### src/rtl/uart_core.sv
// Full-duplex UART: fixed-rate transmitter plus a 16x-oversampling receiver with
// majority-vote bit sampling, parity/stop checking and overrun detection.
module uart_core #(
  parameter int BAUD_DIV  = 163,
  parameter int DATA_BITS = 8,
  parameter int PARITY    = 0,
  parameter int STOP_BITS = 1
) (
  input  logic                 clk,
  input  logic                 rst,
  input  logic                 load,
  input  logic [DATA_BITS-1:0] data_in,
  output logic                 txd_out,
  output logic                 busy,
  input  logic                 rxd_in,
  input  logic                 read,
  output logic [DATA_BITS-1:0] data_out,
  output logic                 new_data,
  output logic                 parity_err,
  output logic                 frame_err,
  output logic                 overrun
);

  localparam int BIT_CLKS = 16 * BAUD_DIV;
  localparam int TW       = $clog2(BIT_CLKS);
  localparam int DIVW     = $clog2(BAUD_DIV + 1);
  localparam logic [TW-1:0]   BIT_LAST  = TW'(BIT_CLKS - 1);
  localparam logic [DIVW-1:0] DIV_LAST  = DIVW'(BAUD_DIV - 1);
  localparam logic [3:0]      DATA_LAST = 4'(DATA_BITS - 1);
  localparam logic [3:0]      STOP_LAST = 4'(STOP_BITS - 1);
  localparam logic            HAS_PAR   = (PARITY != 0);
  localparam logic            ODD_PAR   = (PARITY == 1);

  localparam logic [2:0] S_IDLE   = 3'd0;
  localparam logic [2:0] S_START  = 3'd1;
  localparam logic [2:0] S_DATA   = 3'd2;
  localparam logic [2:0] S_PARITY = 3'd3;
  localparam logic [2:0] S_STOP   = 3'd4;

  logic [2:0]           tx_state_reg;
  logic [TW-1:0]        tx_timer_reg;
  logic [3:0]           tx_idx_reg;
  logic [DATA_BITS-1:0] tx_shift_reg;
  logic                 tx_par_reg;
  logic                 txd_reg;
  logic                 busy_reg;

  always_ff @(posedge clk) begin
    if (rst) begin
      tx_state_reg <= S_IDLE;
      tx_timer_reg <= '0;
      tx_idx_reg   <= '0;
      tx_shift_reg <= '0;
      tx_par_reg   <= 1'b0;
      txd_reg      <= 1'b1;
      busy_reg     <= 1'b0;
    end else begin
      case (tx_state_reg)
        S_IDLE: begin
          if (load) begin
            tx_shift_reg <= data_in;
            tx_par_reg   <= (^data_in) ^ ODD_PAR;
            tx_state_reg <= S_START;
            tx_timer_reg <= '0;
            txd_reg      <= 1'b0;
            busy_reg     <= 1'b1;
          end
        end
        default: begin
          if (tx_timer_reg != BIT_LAST) begin
            tx_timer_reg <= tx_timer_reg + 1'b1;
          end else begin
            tx_timer_reg <= '0;
            case (tx_state_reg)
              S_START: begin
                tx_state_reg <= S_DATA;
                tx_idx_reg   <= '0;
                txd_reg      <= tx_shift_reg[0];
              end
              S_DATA: begin
                if (tx_idx_reg == DATA_LAST) begin
                  tx_idx_reg   <= '0;
                  tx_state_reg <= HAS_PAR ? S_PARITY : S_STOP;
                  txd_reg      <= HAS_PAR ? tx_par_reg : 1'b1;
                end else begin
                  tx_idx_reg   <= tx_idx_reg + 1'b1;
                  tx_shift_reg <= tx_shift_reg >> 1;
                  txd_reg      <= tx_shift_reg[1];
                end
              end
              S_PARITY: begin
                tx_state_reg <= S_STOP;
                txd_reg      <= 1'b1;
              end
              S_STOP: begin
                if (tx_idx_reg == STOP_LAST) begin
                  tx_state_reg <= S_IDLE;
                  busy_reg     <= 1'b0;
                end else begin
                  tx_idx_reg <= tx_idx_reg + 1'b1;
                end
              end
              default: begin
                tx_state_reg <= S_IDLE;
                busy_reg     <= 1'b0;
                txd_reg      <= 1'b1;
              end
            endcase
          end
        end
      endcase
    end
  end

  logic [DIVW-1:0]      div_reg;
  logic                 rx_meta_reg;
  logic                 rx_sync_reg;
  logic [2:0]           rx_state_reg;
  logic [3:0]           rx_tick_reg;
  logic [3:0]           rx_idx_reg;
  logic [1:0]           samp_reg;
  logic [DATA_BITS-1:0] rx_shift_reg;
  logic                 par_acc_reg;
  logic                 ferr_reg;
  logic [DATA_BITS-1:0] data_out_reg;
  logic                 new_data_reg;
  logic                 parity_err_reg;
  logic                 frame_err_reg;
  logic                 overrun_reg;
  logic                 tick;
  logic                 maj;

  assign tick = (div_reg == DIV_LAST);
  // samp_reg holds ticks 7 and 8; the live synchronised value is the tick-9 sample
  assign maj  = (samp_reg[0] & samp_reg[1]) | (rx_sync_reg & (samp_reg[0] | samp_reg[1]));

  always_ff @(posedge clk) begin
    if (rst) begin
      div_reg        <= '0;
      rx_meta_reg    <= 1'b1;
      rx_sync_reg    <= 1'b1;
      rx_state_reg   <= S_IDLE;
      rx_tick_reg    <= '0;
      rx_idx_reg     <= '0;
      samp_reg       <= 2'b11;
      rx_shift_reg   <= '0;
      par_acc_reg    <= 1'b0;
      ferr_reg       <= 1'b0;
      data_out_reg   <= '0;
      new_data_reg   <= 1'b0;
      parity_err_reg <= 1'b0;
      frame_err_reg  <= 1'b0;
      overrun_reg    <= 1'b0;
    end else begin
      rx_meta_reg <= rxd_in;
      rx_sync_reg <= rx_meta_reg;
      div_reg     <= tick ? '0 : div_reg + 1'b1;
      if (read) begin
        new_data_reg   <= 1'b0;
        parity_err_reg <= 1'b0;
        frame_err_reg  <= 1'b0;
        overrun_reg    <= 1'b0;
      end
      case (rx_state_reg)
        S_IDLE: begin
          if (!rx_sync_reg) begin
            rx_state_reg <= S_START;
            rx_tick_reg  <= '0;
            rx_idx_reg   <= '0;
            par_acc_reg  <= 1'b0;
            ferr_reg     <= 1'b0;
          end
        end
        default: begin
          if (tick) begin
            rx_tick_reg <= rx_tick_reg + 1'b1;
            if (rx_tick_reg == 4'd7) samp_reg[0] <= rx_sync_reg;
            if (rx_tick_reg == 4'd8) samp_reg[1] <= rx_sync_reg;
            if (rx_tick_reg == 4'd9) begin
              case (rx_state_reg)
                S_START: if (maj) rx_state_reg <= S_IDLE;
                S_DATA: begin
                  rx_shift_reg <= {maj, rx_shift_reg[DATA_BITS-1:1]};
                  par_acc_reg  <= par_acc_reg ^ maj;
                end
                S_PARITY: par_acc_reg <= par_acc_reg ^ maj;
                S_STOP: begin
                  // Complete at mid final stop bit so a back-to-back start edge is not missed
                  if (rx_idx_reg == STOP_LAST) begin
                    data_out_reg   <= rx_shift_reg;
                    new_data_reg   <= 1'b1;
                    parity_err_reg <= HAS_PAR & (par_acc_reg ^ ODD_PAR);
                    frame_err_reg  <= ferr_reg | ~maj;
                    overrun_reg    <= new_data_reg & ~read;
                    rx_state_reg   <= S_IDLE;
                  end else begin
                    ferr_reg <= ferr_reg | ~maj;
                  end
                end
                default: ;
              endcase
            end
            if (rx_tick_reg == 4'd15) begin
              case (rx_state_reg)
                S_START: begin
                  rx_state_reg <= S_DATA;
                  rx_idx_reg   <= '0;
                end
                S_DATA: begin
                  if (rx_idx_reg == DATA_LAST) begin
                    rx_idx_reg   <= '0;
                    rx_state_reg <= HAS_PAR ? S_PARITY : S_STOP;
                  end else begin
                    rx_idx_reg <= rx_idx_reg + 1'b1;
                  end
                end
                S_PARITY: rx_state_reg <= S_STOP;
                S_STOP:   rx_idx_reg   <= rx_idx_reg + 1'b1;
                default: ;
              endcase
            end
          end
        end
      endcase
    end
  end

  assign txd_out    = txd_reg;
  assign busy       = busy_reg;
  assign data_out   = data_out_reg;
  assign new_data   = new_data_reg;
  assign parity_err = parity_err_reg;
  assign frame_err  = frame_err_reg;
  assign overrun    = overrun_reg;

endmodule

### config.mk
export PLATFORM = sky130hd
export DESIGN_NAME = uart_core
export DESIGN_NICKNAME = d
export VERILOG_FILES = /design/src/rtl/uart_core.sv
export SDC_FILE = /design/constraint.sdc
export NUM_CORES = 1
export LEC_CHECK = 0
export ABC_AREA = 1
export CAP_MARGIN = 20
export CORE_MARGIN = 2
export CORE_UTILIZATION = 25
export CTS_CLUSTER_DIAMETER = 150
export CTS_CLUSTER_SIZE = 14
export DETAILED_ROUTE_END_ITERATION = 10
export PLACE_DENSITY = 0.51
export RECOVER_POWER = 25
export SKIP_CTS_REPAIR_TIMING = 1
export SLEW_MARGIN = 10
export SYNTH_ARGS = -nofsm -noshare
export SYNTH_HDL_FRONTEND = slang
export SYNTH_SLANG_ARGS = --single-unit
### constraint.sdc
create_clock -name clk -period 4.3 [get_ports clk]
set_clock_uncertainty 0.15 [all_clocks]
set_input_delay 0.43 -clock clk [delete_from_list [all_inputs] [get_ports clk]]
set_output_delay 0.43 -clock clk [all_outputs]
set_load 0.01 [all_outputs]
==> results_dict.tcl, run 1 <==
set metrics [dict create \
    synth_mux_area_share_pct 0 \
    vias_per_cell 4.419 \
    finalCritPeriodShare_pct 65.54 \
    hold_path_depth 1 \
    die_h_um 129.0 \
    p_leak_nw 2.016 \
    yosys.area.top_type_share_pct 37.39 \
    synthAdderAreaFrac_pct 3.201 \
    slew_violations 0 \
    ir_worst_vdd_v 0.0001782 \
    nFillCells 1621 \
    fmax_mhz 354.9 \
    critPathArrivalTime_ps 2890 \
    coreArea_um2 15260 \
    routed_wirelength_mm 8.876 \
    wl_per_cell_um 10.90 \
    root_buffer "clkbuf_16" \
    setup_tns_ps 0 \
    synth_area_um2 3909 \
    grt_setup_unrepaired "false" \
    max-cap-violations 0 \
    synth_ff_type "dfxtp_1" \
    cts-buffers-inserted 9 \
    num_rows 45 \
    seq_area_frac_synth_pct 37.39 \
    gp_congestion 0.8178 \
    syn_area_per_cell_um2 6.845 \
    yosys.area.top_type "dfxtp_1" \
    synthXorXnorAreaFrac_pct 0.6722 \
    grt_max_degree 31 \
    drtPass1Iterations 4 \
    final_cell_mix "nand2_1, nor2_1, dfxtp_1" \
    final_nets 621 \
    hold_viol 0 \
    crit_fanout 30 \
    place_hpwl_mm 6.417 \
    timing.hold.worst.class "register to register" \
    clk_pin_slew_worst_paths_ps 60 \
    clock_path_buffers 2 \
    drc 0 \
    initialDrtViolationCount 164 \
    track_usage_pct 11.26 \
    tightest_slew_ps 1178 \
    ys_seq_elements 73 \
    vias 3597 \
    synth-simple-area-share_pct 40.01 \
    yosysWarnings 0 \
    synth_compound_area_share_pct 9.955 \
    start_util_pct 25.62 \
    dieWidth_um 129.0 \
    cts_tree "yes" \
    clock-sinks 73 \
    async_reset_ff_share_pct 0 \
    grt_pass1_wl_mm 15.18 \
    clock_latency_ps 340 \
    min_period_ps 2818 \
    final_common_cell "nand2_1" \
    setup_viol 0 \
    synthTopCellsByArea "dfxtp_1, nand2_1, nor2_1" \
    antennaDiodeCount 0 \
    synth-edff-count 0 \
    drtAntennaViolNets 0 \
    cp.required_ps 4380 \
    area_growth_pct 20.07 \
    largest_reg_flops 12 \
    status "finished, final reports clean" \
    grt_pass1_vias 3361 \
    maxSlewHeadroom_pct 21.45 \
    reg2reg_depth 8 \
    powerDensity_nw_per_um2 446.5 \
    drive_gt1_share_pct 10.28 \
    worstSetupPathType "primary input to register" \
    fp.dieArea_um2 16650 \
    htreeDepth 3 \
    synthCells 571 \
    endpoint_kind "register" \
    synth_top_family_by_area "simple AND/OR/NAND/NOR gates" \
    synthDistinctLibCells 38 \
    portBuffers 26 \
    cp-start-kind "primary input" \
    io_pins 27 \
    antenna_found_initial 0 \
    grt_overflow 0 \
    fin_util_pct 30.76 \
    synth_nets 594 \
]
[where the power goes]
group / total [mW] / switching, mW / internal (mW)
registers: 0.771 / 0.0428 / 0.728
clock network: 0.790 / 0.294 / 0.496
logic: 0.535 / 0.362 / 0.173
[synth_stat cells, types with 2 or more instances]
master and number:
a21oi_1 34, buf_6 2, nand3_1 45, nand4_1 17, buf_2 3, nand3_2 5, o21ai_1 15, o31ai_1 3
nor3_4 2, nor2_4 2, inv_4 2, clkbuf_1 6, xnor2_1 3, nand2_2 6, o21bai_1 2, nor2_2 5
inv_2 10, ha_1 10, nand2_4 2, inv_1 56, nor2_8 2, o21ai_0 17, nand2_1 142, nor3b_1 4
nor2_1 85, dfxtp_1 73, or2_2 4, clkinv_1 4
[final cells by class]
type	instances	area [um^2]	area share, %
Inverter	72	275.3	5.865
Tap cell	211	264.0	5.625
Sequential cell	73	1461	31.14
Clock buffer	12	266.5	5.678
Timing Repair Buffer	28	271.5	5.785
Clock inverter	4	50.05	1.066
Multi-Input combinational cell	414	2105	44.84
[kinds of logic (layout without fill, tap and decap cells)]
group / Yosys count / after routing
buffers and inverters: 84 / 116
and+or+nand+nor: 327 / 327
adders and majority gates: 10 / 10
AOI/OAI and AO/OA: 74 / 74
xor gates and xnor gates: 3 / 3
DFF: 73 / 73
[per-stage QoR]
step | instances | hold slack, ps | power [mW] | area, um^2 | setup WS (ps)
floorplan | 571 | 239.5 | 1.223 | 3909 | 2704
global placement | 798 | 251.8 | 1.318 | 4380 | 2061
detailed placement | 798 | 257.0 | 1.325 | 4380 | 1996
CTS | 814 | 267.5 | 2.126 | 4697 | 2212
global route | 814 | 271.8 | 2.225 | 4693 | 1257
finish | 814 | 260.6 | 2.096 | 4693 | 1482
[per-layer routing]
metal	up-vias	wire length (um)	track usage, %
met5	-	0	0
met4	0	149	4.476
met3	11	240	2.601
met2	35	4282	19.27
met1	1657	4203	13.72
li1	1894	-	-
[critical path, stage by stage]
cell and delay [ps]:
dlygate4sd3_1 520, clkbuf_1 870, inv_1 490, buf_4 370
o21ai_1 130, nor2_1 60
[final timing paths]
| path | start | endpoint | slack, ps |
|---|---|---|---|
| setup / recovery | rst | data_out[6] | 1480 |
| hold / removal | rx_meta_reg | rx_sync_reg | 260 |
| setup reg to reg | rx_tick_reg[1] | data_out[6] | 2220 |
| hold reg to reg | rx_meta_reg | rx_sync_reg | 260 |
Note: power is estimated with default switching activity, not from simulation.
==> inputs of run 2 (changes only) <==
--- a/config.mk
+++ b/config.mk
@@ -12,7 +12,7 @@
 export CTS_CLUSTER_DIAMETER = 150
 export CTS_CLUSTER_SIZE = 14
 export DETAILED_ROUTE_END_ITERATION = 10
-export PLACE_DENSITY = 0.51
+export PLACE_DENSITY = 0.53
 export RECOVER_POWER = 25
 export SKIP_CTS_REPAIR_TIMING = 1
 export SLEW_MARGIN = 10
==> constraint.sdc (replaced) <==
create_clock -name clk -period 2.4 [get_ports clk]
set_clock_uncertainty 0.15 [all_clocks]
set_input_delay 0.24 -clock clk [delete_from_list [all_inputs] [get_ports clk]]
set_output_delay 0.24 -clock clk [all_outputs]
set_load 0.01 [all_outputs]
==> run 2 against run 1 <==
Compared with the run above: clock power up 52%; critical path depth increased by 3; largest power group is now registers; die area did not move; non-clock buffer count grew 3; final cell count increased by 0.25%; sequential share of layout area rose by 0.28 points; first-iteration DRC count up 40%; hold slack gained 1.3 ps; cell area fell by 0.88%; global-route usage down 0.15 points; via count decreased by 3.0%.
==> results_dict.tcl, run 2 (synthesized netlist as in run 1, its figures left out) <==
set metrics [dict create \
    status "finished, final reports clean" \
    p_leak_nw 2.028 \
    antennaDiodeCount 0 \
    holdWs_ps 261.9 \
    endpoint_kind "register" \
    place_hpwl_mm 6.197 \
    intPower_mw 2.314 \
    final_nets 624 \
    grt_setup_unrepaired "false" \
    maxSlewHeadroom_pct 19.56 \
    drtPass1Iterations 4 \
    cpMaxStageDelayCell "nor3_4" \
    max_stage_delay_ps 370 \
    placedCellCount 801 \
    wl_per_cell_um 10.42 \
    clock_latency_ps 340 \
    clk_pin_slew_worst_paths_ps 60 \
    dieWidth_um 129.0 \
    vias 3489 \
    swShare_pct 34.50 \
    fmax_mhz 518.8 \
    cp-start-kind "register" \
    fp.dieArea_um2 16650 \
    gp_congestion 0.8070 \
    min_period_ps 1927 \
    ir_worst_vdd_v 0.0003443 \
    cp_cell_sequence "inv_1, ha_1, nand2_1, nor2_1, nand2_1, nor3_4, inv_4, nor2_1, nor2_1" \
    coreArea_um2 15260 \
    drc 0 \
    grt_pass1_vias 3237 \
    clock-sinks 73 \
    die_h_um 129.0 \
    cts_tree "yes" \
    path_common_cell "nor2_1" \
    area_growth_pct 19.01 \
    largest_reg_flops 12 \
    root_buffer "clkbuf_16" \
    cp.required_ps 2470 \
    portBuffers 26 \
    critPathArrivalTime_ps 2000 \
    fin_cells 816 \
    vias_per_cell 4.276 \
    antenna_found_initial 0 \
    cts-buffers-inserted 9 \
    io_pins 27 \
    worstSetupPathType "register to register" \
    final_common_cell "nand2_1" \
    clock_path_buffers 2 \
    finalCritPeriodShare_pct 80.31 \
    power.switching_mw 1.218 \
    timing.final.ws_setup_ps 472.5 \
    slew_violations 0 \
    start_util_pct 25.62 \
    grt_pass1_wl_mm 14.97 \
    cp_top_family "simple AND/OR/NAND/NOR gates" \
    max-cap-violations 0 \
    setup_tns_ps 0 \
    setup_viol 0 \
    final_cell_mix "nand2_1, nor2_1, dfxtp_1" \
    tightest_slew_ps 1207 \
    hold_viol 0 \
    powerDensity_nw_per_um2 759.2 \
    drtAntennaViolNets 0 \
    p_comb_share_pct 26.9 \
    pre_cts_slack_ps 482.6 \
    total_power_mw 3.532 \
    regArea_um2 1461 \
    htreeDepth 3 \
    drive_gt1_share_pct 9.752 \
    seqPwrFrac_pct 39.2 \
    crit_fanout 9 \
    grt_max_degree 24 \
    grt_overflow 0 \
    pwr-share-clk_pct 34.0 \
    initialDrtViolationCount 229 \
    multi_input_area_um2 2102 \
    nFillCells 1692 \
    routed_wirelength_mm 8.503 \
    timing.critical_path.buf_inv 2 \
    timing.hold.worst.class "register to register" \
    num_rows 45 \
    track_usage_pct 11.11 \
]
## run 2: path summary, 6_finish.rpt
kind	from	endpoint	slack [ps]	depth (start not counted)
worst max-delay path	div_reg[0]	rx_shift_reg[6]	470	9
worst min-delay path	rx_meta_reg	rx_sync_reg	260	1
worst max register to register	div_reg[0]	rx_shift_reg[6]	470	9
worst min register to register	rx_meta_reg	rx_sync_reg	260	1
## run 2: cell type report
type / instances / share of cell area [%]
Multi-Input combinational cell: 414 / 45.19
Sequential cell: 73 / 31.41
Timing Repair Buffer: 31 / 6.321
Inverter: 72 / 5.917
Tap cell: 211 / 5.675
Clock buffer: 12 / 5.083
Clock inverter: 3 / 0.4034
## run 2: metrics by stage
stage	cell area [um^2]	utilization, %
2_1_floorplan	3909	-
3_3_place_gp	4403	28.86
3_5_place_dp	4403	28.86
4_1_cts	4658	30.53
5_1_grt	4652	30.49
6_report	4652	30.49
## run 2: power by group through the flow
stage | clock, mW | sequential [mW] | combinational [mW]
after CTS | 1.24 | 1.38 | 0.967
after floorplan | 0 | 1.40 | 0.792
final | 1.20 | 1.38 | 0.949
after global routing | 1.29 | 1.40 | 1.11
after detailed placement | 0 | 1.41 | 0.964
after global placement | 0 | 1.41 | 0.964
## run 2: metal layers
metal / share of wire [%] / wire length (um) / global-route usage (%)
met1: 50 / 4265 / 15.09
met2: 45 / 3845 / 17.27
met3: 2.9 / 243 / 2.395
met4: 1.7 / 148 / 4.348
met5: 0 / 0 / 0
